## config.mk

```make
export PLATFORM = sky130hd
export DESIGN_NAME = hazard3_ahb_sram_wbuf
export DESIGN_NICKNAME = d
export VERILOG_FILES = /design/src/rtl/hazard3_ahb_sram_wbuf.sv
export SDC_FILE = /design/constraint.sdc
export NUM_CORES = 1
export LEC_CHECK = 0
export CORE_UTILIZATION = 40
export CTS_CLUSTER_DIAMETER = 30
export DETAILED_ROUTE_END_ITERATION = 8
export PLACE_DENSITY_LB_ADDON = 0.1
export SLEW_MARGIN = 30
export SYNTH_ARGS = -nofsm -noshare
export SYNTH_HDL_FRONTEND = slang
export SYNTH_SLANG_ARGS = --single-unit
```

## constraint.sdc

```tcl
create_clock -name clk -period 3.2 [get_ports clk]
set_input_delay 0.8 -clock clk [delete_from_list [all_inputs] [get_ports clk]]
set_output_delay 0.8 -clock clk [all_outputs]
set_load 0.005 [all_outputs]
```

## src/rtl/hazard3_ahb_sram_wbuf.sv

```systemverilog
// AHB-Lite slave to synchronous single-port SRAM: zero-wait OKAY transfers, 1-entry posted write buffer
// with read forwarding. Optional exclusive monitor enabled by defining HAZARD3_SRAM_EXCL_MONITOR_EN.
module hazard3_ahb_sram_wbuf #(
  parameter int unsigned W_DATA      = 32,
  parameter int unsigned W_SRAM_ADDR = 12
) (
  input  logic                   clk,
  input  logic                   rst,

  input  logic                   ahbls_hready,
  output logic                   ahbls_hready_resp,
  output logic                   ahbls_hresp,
  output logic                   ahbls_hexokay,
  input  logic [31:0]            ahbls_haddr,
  input  logic                   ahbls_hwrite,
  input  logic [1:0]             ahbls_htrans,
  input  logic [2:0]             ahbls_hsize,
  input  logic                   ahbls_hexcl,
  input  logic [W_DATA-1:0]      ahbls_hwdata,
  output logic [W_DATA-1:0]      ahbls_hrdata,

  output logic [W_SRAM_ADDR-1:0] sram_addr,
  output logic                   sram_ce,
  output logic                   sram_we,
  output logic [3:0]             sram_wbyteen,
  output logic [W_DATA-1:0]      sram_wdata,
  input  logic [W_DATA-1:0]      sram_rdata
);

  localparam int unsigned W_BYTES = W_DATA / 8;

  typedef enum logic [1:0] {WB_EMPTY, WB_PEND, WB_FULL} wb_state_t;
  typedef enum logic [1:0] {RS_OKAY, RS_ERR1, RS_ERR2} rs_state_t;

  wb_state_t              wb_state, wb_state_nxt;
  logic [W_SRAM_ADDR-1:0] wb_addr, wb_addr_nxt;
  logic [W_BYTES-1:0]     wb_mask, wb_mask_nxt;
  logic [W_DATA-1:0]      wb_data, wb_data_nxt;
  rs_state_t              rs_state, rs_state_nxt;

  logic                   dph_read;
  logic                   dph_hit;

  logic [W_SRAM_ADDR-1:0] aph_addr;
  logic [W_BYTES-1:0]     aph_mask;
  logic [W_BYTES-1:0]     wr_mask;
  logic                   aph_valid;
  logic                   aph_err;
  logic                   aph_exokay;
  logic                   read_acc;
  logic                   write_acc;
  logic                   err_acc;
  logic                   retire;

  logic unused_bits;
  assign unused_bits = ^{ahbls_htrans[0], ahbls_haddr[31:W_SRAM_ADDR+2]};

  // Address-phase decode: alignment check and byte lane mask
  assign aph_addr  = ahbls_haddr[W_SRAM_ADDR+1:2];
  assign aph_valid = !rst && ahbls_hready && ahbls_htrans[1];

  always_comb begin
    aph_err  = 1'b0;
    aph_mask = '0;
    case (ahbls_hsize)
      3'd0: aph_mask = 4'b0001 << ahbls_haddr[1:0];
      3'd1: begin
        aph_mask = 4'b0011 << ahbls_haddr[1:0];
        aph_err  = ahbls_haddr[0];
      end
      3'd2: begin
        aph_mask = 4'b1111;
        aph_err  = |ahbls_haddr[1:0];
      end
      default: aph_err = 1'b1;
    endcase
  end

  assign read_acc  = aph_valid && !aph_err && !ahbls_hwrite;
  assign write_acc = aph_valid && !aph_err &&  ahbls_hwrite;
  assign err_acc   = aph_valid &&  aph_err;

  // A PEND entry whose data phase completes this cycle can be written straight through from hwdata
  assign retire = !rst && !read_acc &&
                  (wb_state == WB_FULL || (wb_state == WB_PEND && ahbls_hready));

`ifdef HAZARD3_SRAM_EXCL_MONITOR_EN
  logic                   resv_valid, resv_valid_nxt;
  logic [W_SRAM_ADDR-1:0] resv_addr, resv_addr_nxt;
  logic                   resv_hit;

  assign resv_hit = resv_valid && resv_addr == aph_addr;

  always_comb begin
    resv_valid_nxt = resv_valid;
    resv_addr_nxt  = resv_addr;
    aph_exokay     = 1'b0;
    wr_mask        = aph_mask;
    if (read_acc && ahbls_hexcl) begin
      resv_valid_nxt = 1'b1;
      resv_addr_nxt  = aph_addr;
      aph_exokay     = 1'b1;
    end else if (write_acc) begin
      if (ahbls_hexcl) begin
        aph_exokay     = resv_hit;
        resv_valid_nxt = 1'b0;
        if (!resv_hit)
          wr_mask = '0;
      end else if (resv_hit) begin
        resv_valid_nxt = 1'b0;
      end
    end
  end

  always_ff @(posedge clk) begin
    if (rst) begin
      resv_valid <= 1'b0;
      resv_addr  <= '0;
    end else begin
      resv_valid <= resv_valid_nxt;
      resv_addr  <= resv_addr_nxt;
    end
  end
`else
  // Without a monitor every store-conditional must fail, so its bytes are dropped
  assign aph_exokay = 1'b0;
  assign wr_mask    = ahbls_hexcl ? '0 : aph_mask;
`endif

  // Write buffer: state register
  always_ff @(posedge clk) begin
    if (rst) begin
      wb_state <= WB_EMPTY;
      wb_addr  <= '0;
      wb_mask  <= '0;
      wb_data  <= '0;
    end else begin
      wb_state <= wb_state_nxt;
      wb_addr  <= wb_addr_nxt;
      wb_mask  <= wb_mask_nxt;
      wb_data  <= wb_data_nxt;
    end
  end

  // Write buffer: next state
  always_comb begin
    wb_state_nxt = wb_state;
    wb_addr_nxt  = wb_addr;
    wb_mask_nxt  = wb_mask;
    wb_data_nxt  = wb_data;
    if (write_acc) begin
      wb_state_nxt = WB_PEND;
      wb_addr_nxt  = aph_addr;
      wb_mask_nxt  = wr_mask;
    end else if (retire) begin
      wb_state_nxt = WB_EMPTY;
    end else if (wb_state == WB_PEND && ahbls_hready) begin
      wb_state_nxt = WB_FULL;
      wb_data_nxt  = ahbls_hwdata;
    end
  end

  // Write buffer: SRAM port, accepted read has priority over retirement
  always_comb begin
    sram_ce      = 1'b0;
    sram_we      = 1'b0;
    sram_addr    = wb_addr;
    sram_wbyteen = '0;
    sram_wdata   = (wb_state == WB_FULL) ? wb_data : ahbls_hwdata;
    if (read_acc) begin
      sram_ce   = 1'b1;
      sram_addr = aph_addr;
    end else if (retire) begin
      sram_ce      = 1'b1;
      sram_we      = 1'b1;
      sram_wbyteen = wb_mask;
    end
  end

  // Data-phase tracking for reads, forwarding and exclusive status
  always_ff @(posedge clk) begin
    if (rst) begin
      dph_read      <= 1'b0;
      dph_hit       <= 1'b0;
      ahbls_hexokay <= 1'b0;
    end else if (ahbls_hready) begin
      dph_read      <= read_acc;
      dph_hit       <= read_acc && wb_state != WB_EMPTY && wb_addr == aph_addr;
      ahbls_hexokay <= aph_exokay;
    end
  end

  always_comb begin
    ahbls_hrdata = '0;
    if (dph_read) begin
      for (int i = 0; i < int'(W_BYTES); i++)
        ahbls_hrdata[8*i +: 8] = (dph_hit && wb_mask[i]) ? wb_data[8*i +: 8] : sram_rdata[8*i +: 8];
    end
  end

  // Error response: state register
  always_ff @(posedge clk) begin
    if (rst)
      rs_state <= RS_OKAY;
    else
      rs_state <= rs_state_nxt;
  end

  // Error response: next state
  always_comb begin
    rs_state_nxt = rs_state;
    case (rs_state)
      RS_OKAY: if (err_acc) rs_state_nxt = RS_ERR1;
      RS_ERR1: rs_state_nxt = RS_ERR2;
      RS_ERR2: rs_state_nxt = err_acc ? RS_ERR1 : RS_OKAY;
      default: rs_state_nxt = RS_OKAY;
    endcase
  end

  // Error response: outputs decoded from the state register only
  always_comb begin
    ahbls_hready_resp = (rs_state != RS_ERR1);
    ahbls_hresp       = (rs_state != RS_OKAY);
  end

endmodule
```

======== After elaboration in Yosys (flattened, before gate mapping) ========
Cells that the tools add are included.
cells by class
  $add $sub $neg .......................... 0
  $mul .................................... 0
  divide/modulo/power cells ............... 0
  magnitude comparators ................... 0
  equal/unequal tests ..................... 9
  shift operators ......................... 2
  mux-type cells .......................... 21
  bitwise gates (word level) .............. 2
  reductions and logical operators ........ 28
operators by type and width
  cell                   count
  $mux W32               2
  $mux W8                4
  $logic_and A1 B1 Y1    15
  $eq A12 B12 Y1         1
  $mux W12               1
  $mux W4                3
  $pmux W4 S3            1
  $mux W1                7
  $pmux W2 S3            1
  $eq A2 B1 Y1 const B   2
  $eq A2 B2 Y1 const B   2
  $logic_not A1 Y1       4
  $reduce_bool A2 Y1     2
  $shl A1 B2 Y4 const A  1
  $shl A2 B2 Y4 const A  1
  $eq A3 B1 Y1 const B   1
  $eq A3 B2 Y1 const B   1
  $logic_not A3 Y1       1
  $pmux W1 S3            1
  $reduce_and A3 Y1      1
  $reduce_bool A3 Y1     1
  $reduce_or A3 Y1       1
  $logic_not A2 Y1       1
  $mux W2                1
  other kinds (5)        6
storage, ports and cells
  register bits ........................... 54
  bits in latches ......................... 0
  memory bits (writable) .................. 0
  memory bits (read-only) ................. 0
  input port bits ......................... 106
  output and inout bits ................... 85
  word-level logic and storage cells ...... 70
  memories ................................ 0

======== Logic depth before layout (Yosys ltp) ========
  depth in word-level cells ............... 10
  mapped depth ............................ 7
  gate-level depth less buffers ........... 5

======== Worst setup path after synthesis ========
OpenSTA, ideal clock, no wires.
  path type ............................... input to output
  start ................................... input port rst
  end ..................................... output port sram_addr[10]
  arrival ................................. 2.032 ns
  data required time ...................... 2.400 ns
  setup slack ............................. 0.368 ns
  stages on the path ...................... 5
  path buffers ............................ 2
  path through ............................ clkbuf_1 -> nor3b_1 -> nand3b_2 -> buf_2 -> mux2_2
between the ends
  word-level cells in the longest chain between the ends .. 6
ends and longest elaborated chain
  element                            RTL line  text
  start: declaration                 8         input logic rst,
  $logic_not A1 Y1                   60        assign aph_valid = !rst && ahbls_hready && ahbls_htrans[1];
  $logic_and A1 B1 Y1 (2 in series)  60
  $logic_and A1 B1 Y1 (2 in series)  79        assign read_acc = aph_valid && !aph_err && !ahbls_hwrite;
  $mux W12                           170       if (read_acc) begin
  end: declaration                   22        output logic [W_SRAM_ADDR-1:0] sram_addr,
No other way between the ends.

======== Final worst setup path ========
  start ................................... input port ahbls_hsize[0]
  end ..................................... output port sram_wbyteen[3]
between the ends
  word-level cells in the longest chain between the ends .. 10
ends and longest elaborated chain
  element                                     RTL line  text
  start: declaration                          17        input logic [2:0] ahbls_hsize,
  $eq A3 B2 Y1, or another cell as far along  65        case (ahbls_hsize)
  $pmux W1 S3 *                               65
  $logic_not A1 Y1 *                          79
  $logic_and A1 B1 Y1 * (2 in series)         79
  $logic_not A1 Y1                            84        assign retire = !rst && !read_acc &&
  $logic_and A1 B1 Y1 (2 in series)           84
  $mux W4                                     173       end else if (retire) begin
  $mux W4 *                                   170
  end: declaration                            25        output logic [3:0] sram_wbyteen,
Every way passes the cells marked *; elsewhere a longest branch is shown, timed or not.

==> run metrics <==
Syn Nets 541; initial antenna violation count 0; detailed-router iteration count before antenna repair 4; 1st-iter DRT viols 57; fraction of layout cells with a size suffix above 1 18.1%; worst hold margin between 400 and 500 ps; Worst Setup Path Type input pin to output port; number of enable flip-flop cells after synthesis 0; Max clock buf depth 2; pre-CTS WS -426 ps; worst clock skew roughly 5.3 ps; asr flop ratio synth 0%; Worst Slack Setup Final between 80 and 90 ps; worst-margin pin slew roughly 600 ps; HP Class flop to flop; Clock power frac 28.9%; Final Setup Violations 0; antenna-violating nets left 0; Remaining Overflow, GRT 0; relative slew slack 59.8%; # nets final roughly 700; min Tclk post-route between 3000 and 4000 ps; IO Port Bufs 170; full die area between 9000 and 10000 um^2; Sequential Power Share 49.7%; Mean Syn Cell Area between 8 and 9 um^2; antenna cell count 0; Leak ~2.1 nW; # clock sinks between 50 and 60; Comb power frac 21.4%; Slew Viols, Final 0; Critical Path AT around 2300 ps; Worst IR Drop VDD around 160 uV; Syn Inst Count roughly 440; Net Sw Power approximately 0.32 mW; Rows 34; DRC 0; Switching Share approximately 23%; placed insts a little over 700; wire length per cell between 10 and 15 um; PD cells between 200 and 250 nW/um^2; run status complete, no violations; Core ar. about 8700 um^2; CTS Hold Bufs 0; CTS tree yes; fmax roughly 320 MHz; GRT Total Usage 21.8%; Seq cells post-synth 54; DR vias/cell 5.12; cts bufs inserted 5; crit path cell chain dlygate4sd2_1, or3_4, a21oi_4, nand3b_4, nor2b_4, buf_4, and2_1, buf_2; Layout Utilization between 60% and 70%; synthesized area 3610 um^2; H-tree Lvls 2; clock root cell clkbuf_8; IO Pins 191; Seq/Total Area, Yosys 29.9%; Netlist cell types 36; Slowest-stage cell, CP or3_4; Synth area leader dfxtp_1; dominant synthesized flop cell dfxtp_1; period utilization a little over nine tenths; synthesis-to-layout area growth 55.0%; CP peak stage delay 390 ps; post-route insts no fill a little over 700; YS warnings 0; post-route cell area approximately 5600 um^2; first-pass GRT wire length approximately 17 mm; placed cell area ~5500 um^2; final hold vios 0; height of the die roughly 97 um; WP data required roughly 2400 ps; Clock Latency Late Sink 300 ps; final WL between 10 and 15 mm; initial cell density of the core around two fifths; pin count of the biggest net entering global routing 57; critical-path maximum fanout 4; clock-pin slew of the registers on the worst-case setup and hold paths approximately 100 ps; Post-synth top cells 67 x nand2_1, 67 x nand2b_1, 54 x dfxtp_1; critical path endpoint category output port; vias in the first global route between 3000 and 4000; unrepaired setup endpoints after global routing no; routability-driven placement congestion ratio 0.777; DPL Wire Length slightly below 8 mm; Synth area leaders dfxtp_1 30%, mux2_2 14%, nand2b_1 12%, mux2i_1 8.9%, nand2_1 7.0%; max cap viols 0; Synth top area share 29.9%; CP startpoint kind input pin; Die X about 97 um; via count 3695; P_int between 1 and 1.5 mW
-- critical path: cells and delay by family --
| family | cells | cell delay (ps) |
|---|---|---|
| AOI/OAI and AO/OA | 1 | 160 |
| buffers and inverters | 3 | 500 |
| and+or+nand+nor | 4 | 850 |
-- cells by family after synthesis --
logic type	share of synthesized area [%]
AOI/OAI and AO/OA	11.9
xor gates and xnor gates	2.91
buffers and inverters	4.43
DFF	29.9
muxes	22.6
other	0.104
and+or+nand+nor	28.2
-- per-layer routing --
layer / vias up / GRT usage [%] / wire, um
met3: 12 / 4.77 / 552
met4: 0 / 4.36 / 124
met1: 1735 / 25.6 / 4530
met2: 107 / 40.3 / 5300
met5: - / 0 / 0
li1: 1841 / - / -
-- power groups by stage --
stage	clock, mW	combinational [mW]	sequential (mW)
3_3_place_gp	0	0.283	0.693
4_1_cts	0.406	0.292	0.677
3_5_place_dp	0	0.288	0.693
6_report	0.394	0.291	0.677
2_1_floorplan	0	0.0952	0.692
5_1_grt	0.431	0.313	0.678
-- placed cells by master, fill, tap and decap left out, types with 2 or more instances in the layout --
cell               n
a21boi_0          32
a21o_1             2
a21oi_1           21
and2_1             4
buf_2              2
buf_4             31
clkbuf_2          16
clkbuf_8           6
clkdlybuf4s50_1  146
dfxtp_1           54
dlygate4sd2_1      5
mux2_2            44
mux2i_1           32
nand2_1           67
nand2b_1          66
nand3_1           33
nand3b_1           2
nand4_1            2
nor2_1             5
nor2b_1            2
nor4_1             2
o211ai_1           4
o21ai_0            3
xnor2_1            8
xor2_1             4
-- sequential cells by signal, indices dropped and copies added (netlist names) --
register / flops
dph_read: 1
wb_mask: 4
wb_state: 2
wb_data: 32
wb_addr: 12
dph_hit: 1
rs_state: 2
-- through the flow --
stage,TNS [ps],power [mW]
finish,0,1.36
global route,0,1.42
detailed placement,-7190,0.981
floorplan,0,0.787
CTS,0,1.38
global placement,-6810,0.975
-- worst paths after layout --
kind                            start                        to  slack, ps  cells past startpoint
max                    ahbls_hsize[0]           sram_wbyteen[3]         80                      8
max reg2reg   wb_addr[3]$_SDFFE_PP0P_      dph_hit$_SDFFE_PP0P_       1520                      5
min          rs_state[0]$_SDFFE_PP0P_  rs_state[0]$_SDFFE_PP0P_        450                      1
min reg2reg  rs_state[0]$_SDFFE_PP0P_  rs_state[0]$_SDFFE_PP0P_        450                      1
-- repair_timing --
item,in CTS,in global routing
resized for setup,49,17
pin swaps,4,1
setup endpoints to repair,18,17
gates cloned,1,0
buffers inserted,6,1
-- area by class of cell --
type	count	area (um^2)
clock buffers	7	86.3
fillers	796	3120
inverters	1	3.75
flip-flops and latches	54	1080
clock inverters	1	5.00
well taps	108	135
multi-input cells	347	2400
repair buffers	203	1890
No activity file was read; power rests on OpenSTA's default activity.
